===== config.mk =====
export PLATFORM = sky130hd
export DESIGN_NAME = frame_packer
export DESIGN_NICKNAME = d
export VERILOG_FILES = /design/src/rtl/frame_packer.sv
export SDC_FILE = /design/constraint.sdc
export NUM_CORES = 1
export LEC_CHECK = 0
export ABC_CLOCK_PERIOD_IN_PS = 1600
export BUFFER_PORTS_ARGS = -buffer_cell sky130_fd_sc_hd__buf_2
export CAP_MARGIN = 20
export CORE_UTILIZATION = 51
export DETAILED_ROUTE_END_ITERATION = 8
export PLACE_DENSITY = 0.75
export SYNTH_ARGS = -nofsm -noshare
export SYNTH_HDL_FRONTEND = slang
export SYNTH_SLANG_ARGS = --single-unit

===== constraint.sdc =====
create_clock -name clk -period 1.6 [get_ports clk]
set_input_delay 0.16 -clock clk [delete_from_list [all_inputs] [get_ports clk]]
set_output_delay 0.16 -clock clk [all_outputs]
set_load 0.02 [all_outputs]

===== src/rtl/frame_packer.sv =====
// frame_packer: pops payload bytes from the prefetch FIFO and streams them
// out as framed packets: HDR0, HDR1, SEQ, LEN, payload, CHK.
// The output stage is a single register behind a valid/ready handshake.
module frame_packer #(
    parameter int         PAYLOAD_LEN = 32,
    parameter logic [7:0] HDR0        = 8'h55,
    parameter logic [7:0] HDR1        = 8'hAA
) (
    input  logic       clk,
    input  logic       rst,
    input  logic       en,
    input  logic       fifo_rd_vld,
    input  logic [7:0] fifo_rd_data,
    output logic       fifo_rd_en,
    output logic [7:0] tx_data,
    output logic       tx_valid,
    input  logic       tx_ready,
    output logic       busy,
    output logic       frame_done,
    output logic [7:0] seq_num
);

    // State names the next frame byte to be loaded into the output register
    typedef enum logic [2:0] {
        S_IDLE,
        S_H1,
        S_SQ,
        S_LN,
        S_PL,
        S_CK
    } state_t;

    localparam logic [7:0] LEN_BYTE = 8'(PAYLOAD_LEN);
    localparam logic [7:0] LAST_IDX = 8'(PAYLOAD_LEN - 1);

    state_t     state;
    state_t     state_nxt;
    logic [7:0] chk;
    logic [7:0] chk_nxt;
    logic [7:0] cnt;
    logic [7:0] cnt_nxt;
    logic [7:0] seq_nxt;
    logic [7:0] load_byte;
    logic       load;
    logic       busy_nxt;
    logic       done_nxt;
    logic       out_free;

    assign out_free = !tx_valid || tx_ready;

    // Next-state logic: decide which byte (if any) enters the output register this cycle
    always_comb begin
        state_nxt  = state;
        chk_nxt    = chk;
        cnt_nxt    = cnt;
        seq_nxt    = seq_num;
        busy_nxt   = busy;
        done_nxt   = 1'b0;
        load       = 1'b0;
        load_byte  = 8'h00;
        fifo_rd_en = 1'b0;
        case (state)
            S_IDLE: begin
                if (out_free && en && fifo_rd_vld) begin
                    load      = 1'b1;
                    load_byte = HDR0;
                    busy_nxt  = 1'b1;
                    state_nxt = S_H1;
                end
            end
            S_H1: begin
                if (out_free) begin
                    load      = 1'b1;
                    load_byte = HDR1;
                    state_nxt = S_SQ;
                end
            end
            S_SQ: begin
                if (out_free) begin
                    load      = 1'b1;
                    load_byte = seq_num;
                    chk_nxt   = seq_num;
                    state_nxt = S_LN;
                end
            end
            S_LN: begin
                if (out_free) begin
                    load      = 1'b1;
                    load_byte = LEN_BYTE;
                    chk_nxt   = chk + LEN_BYTE;
                    cnt_nxt   = 8'h00;
                    state_nxt = S_PL;
                end
            end
            S_PL: begin
                if (out_free && fifo_rd_vld && !rst) begin
                    fifo_rd_en = 1'b1;
                    load       = 1'b1;
                    load_byte  = fifo_rd_data;
                    chk_nxt    = chk + fifo_rd_data;
                    cnt_nxt    = cnt + 8'd1;
                    if (cnt == LAST_IDX) begin
                        state_nxt = S_CK;
                    end
                end
            end
            S_CK: begin
                if (out_free) begin
                    load      = 1'b1;
                    load_byte = chk;
                    seq_nxt   = seq_num + 8'd1;
                    done_nxt  = 1'b1;
                    busy_nxt  = 1'b0;
                    state_nxt = S_IDLE;
                end
            end
            default: begin
                state_nxt = S_IDLE;
            end
        endcase
    end

    // State, accumulator and output register; reset abandons any frame in flight
    always_ff @(posedge clk) begin
        if (rst) begin
            state      <= S_IDLE;
            chk        <= 8'h00;
            cnt        <= 8'h00;
            seq_num    <= 8'h00;
            busy       <= 1'b0;
            frame_done <= 1'b0;
            tx_valid   <= 1'b0;
            tx_data    <= 8'h00;
        end else begin
            state      <= state_nxt;
            chk        <= chk_nxt;
            cnt        <= cnt_nxt;
            seq_num    <= seq_nxt;
            busy       <= busy_nxt;
            frame_done <= done_nxt;
            if (load) begin
                tx_valid <= 1'b1;
                tx_data  <= load_byte;
            end else if (out_free) begin
                tx_valid <= 1'b0;
            end
        end
    end

endmodule


==> key figures <==
Final layout
  – P&R area growth vs syn: 51.2%
  – Nets: 391
  – Share of layout cells above drive strength 1: 0.469
  – # fillers: 248
  – Commonest non-fill, non-tap cells in the layout: buf_4 (60), buf_2 (31), dfxtp_1 (29)
  – Most common cell after layout, fill and taps aside: buf_4
  – Antenna cell count: 0
  – Multi-input logic area: 0.00170 mm²
  – Flip-flop and latch area: 782 µm²

Setup path
  – Critical Path Start Type: register
  – Reg-to-reg endpoint: chk[6]
  – CP endpoint: chk[6]
  – Req. time, crit path: 1770 ps
  – Reg2Reg Depth: 7
  – Crit Path Category: reg2reg
  – Worst Path Arrival: 1890 ps
  – R2r startpoint: chk[0]
  – Endpoint class of the critical path: register
  – Critical path fanouts, max: 3
  – CP startpoint: chk[0]
  – R2R Setup Slk: -120 ps

Die
  – I/O pins: 33
  – Core region area: 0.00435 mm²
  – Die height: 69.1 µm
  – Die area: 0.00477 mm²
  – Initial Util: 0.527
  – Row count: 24
  – Die width: 69.1 µm

Clock tree
  – H-tree levels: 2
  – Clock root buffer: clkbuf_8
  – Later-pin clock latency in the skew report: 290 ps
  – CTS Buf Count: 5
  – Clk buf depth: 2
  – CTS clock-pin slew for the worst setup and hold paths: 80 ps
  – Sink Count: 38
  – CTS tree: done

Synth
  – Synth Area in Adders: 0.0632
  – Yosys reg bits: 38
  – Ys async rst share: 0
  – Syn Nets: 290
  – Mux share of post-synthesis cell area: 0.00872
  – Largest family of logic cells by synthesized area: simple AND/OR/NAND/NOR gates
  – Compound-Gate Fraction of Synth Area: 0.233
  – Number of flops mapped to enable cells by yosys: 0
  – Syn_area_per_cell: 8.63 µm²
  – Syn Std Cell Area: 0.00230 mm²
  – Cell count after synthesis: 266
  – Seq/Total Area, Yosys: 0.331
  – Number of library cell types mapped by synthesis: 55
  – Simple-gate share of the synthesized area: 0.246
  – Ys flop type: dfxtp_1
  – Synth Area in XOR/XNOR: 0.0687
  – Ys Warns: 0

Drt
  – Initial drt markers: 235
  – WL per Instance: 18.1 µm
  – Post-Route WL: 7600 µm
  – Vias: 2543
  – Post-DRT Antenna Nets: 0
  – DRC Markers: 0
  – Drt first pass iters: 7
  – Vias/cell: 6.07

STA
  – Worst slew pin tran: 433 ps
  – Total negative slack: -900 ps
  – Worst setup margin: -122 ps
  – Fin crit share: 1.08
  – Max Transition Viols Final: 0
  – RSZ-0062 raised after global routing: true
  – Relative slew slack: 0.711
  – Crit path time final: 1720 ps
  – Fmax: 581 MHz
  – Final Hold Fails: 0
  – Clock skew: 7.54 ps
  – Setup-failing EPs final: 18

Status
  – Violated checks: negative setup slack
  – Status: finished with violations

Power
  – PD cells: 1140 mW/mm²
  – Design Power: 3.96 mW
  – Combinational power share: 0.519
  – Clk pwr share: 0.160
  – Worst IR Drop VDD: 0.584 mV
  – Net Sw Frac: 0.398
  – Psw: 1.58 mW
  – Pleak: 1.45 nW
  – Seq pwr share: 0.321
  – Power Internal: 2.39 mW

GRT
  – Total routing usage reported by global routing: 0.289
  – Initial antenna violation count: 0
  – Largest net degree at the start of global routing: 18
  – GRT Residual Overflow: 0
  – First-pass GRT wire length: 11100 µm
  – Vias in the first global route: 2283

Placement
  – Hpwl dp: 4520 µm
  – Routability cong.: 0.878
  – Pre-CTS WS: -121 ps
  – Port Buffers: 32

Hold path
  – HP Class: in2reg

Job
  – Max Cap Viol: 0
[Yosys cell counts, types with 2 or more instances]
cell	count	area, µm²
nand3_1	6	30.0
a31oi_1	2	12.5
dfxtp_1	38	761
a21oi_1	18	90.1
a222oi_1	5	50.1
o221a_2	2	22.5
nor2_1	31	116
nand2_1	17	63.8
buf_4	2	15.0
a211oi_1	9	67.6
o21ai_0	10	50.1
buf_6	2	22.5
mux2i_1	2	20.0
xor2_1	9	78.8
nor2b_1	8	50.1
or3_1	3	18.8
buf_2	5	25.0
clkbuf_1	4	15.0
nand4_1	6	37.5
o31ai_1	5	37.5
ha_1	10	125
nand2b_1	6	37.5
a21o_1	3	22.5
and3_1	5	31.3
inv_1	7	26.3
o211ai_1	4	30.0
xnor2_1	9	78.8
nor3_1	11	55.1
[worst min-delay path by stage]
| stage | endpoint | depth (start not counted) | slack (ps) | startpoint |
|---|---|---|---|---|
| floorplan | tx_data[7] | 2 | 320 | fifo_rd_data[7] |
| finish | tx_data[7] | 3 | 190 | fifo_rd_data[7] |
| detailed placement | cnt[1] | 2 | 480 | cnt[1] |
| CTS | tx_data[7] | 3 | 190 | fifo_rd_data[7] |
| global placement | tx_data[7] | 3 | 450 | fifo_rd_data[7] |
| global route | tx_data[7] | 3 | 220 | fifo_rd_data[7] |
[timing repair]
item                                    4_1_cts  5_1_grt
buffers inserted                              7       19
pin swaps                                    19       32
endpoints found under the setup margin       22       27
resized for setup                            29       52
cloned                                        0        0
hold buffers                                  0        0
[kinds of logic (layout without fill, tap and decap cells)]
group | count (synthesis) | in the layout
multiplexers | 2 | 2
AO/OA/AOI/OAI | 72 | 72
AND/OR/NAND/NOR | 103 | 103
adder cells (fa/ha/maj) | 11 | 11
XOR/XNOR | 18 | 18
buffers and inverters | 22 | 123
flip-flops | 38 | 38
[power by group through the flow]
stage	clock (mW)	combinational [mW]	sequential, mW
after CTS	0.635	1.69	1.25
after detailed placement	0	1.56	1.26
after floorplan	0	0.848	1.37
final	0.633	2.06	1.27
after global placement	0	1.53	1.25
after global routing	0.675	2.21	1.29
[final cells by class]
class,instances,share of cell area
clock buffer,7,0.0220
inverter,9,0.0105
timing repair buffer,107,0.235
sequential,38,0.225
multi-input combinational,206,0.489
tap,52,0.0187
[sequential cells by signal, indices dropped and copies added, names as in the netlist]
| register | cells |
|---|---|
| chk | 8 |
| cnt | 8 |
| seq_num | 8 |
| tx_data | 8 |
| state | 3 |
| busy | 1 |
| frame_done | 1 |
| tx_valid | 1 |
[through the flow]
stage	instances	cell area, µm²	utilization	hold slack, ps
2_1_floorplan	266	2310	-	316
3_3_place_gp	389	2880	0.661	455
3_5_place_dp	389	2880	0.661	479
4_1_cts	402	3130	0.719	185
5_1_grt	419	3470	0.797	220
6_report	419	3470	0.797	191
[metal layers]
| metal | GRT usage | vias up | wire length (µm) |
|---|---|---|---|
| li1 | - | 1176 | - |
| met1 | 0.376 | 1216 | 3080 |
| met2 | 0.475 | 130 | 3750 |
| met3 | 0.0570 | 21 | 569 |
| met4 | 0.0975 | 0 | 206 |
| met5 | 0.0111 | - | 0 |
[worst max-delay path, cell delays in order, from the launching register on]
cell and delay [ps]:
dfxtp_2 340, ha_4 180, fa_2 390, a211oi_2 210, nor2_1 90, o21ai_2 160
a211o_1 160, a21oi_1 70
No activity file was read; power rests on OpenSTA's default activity.
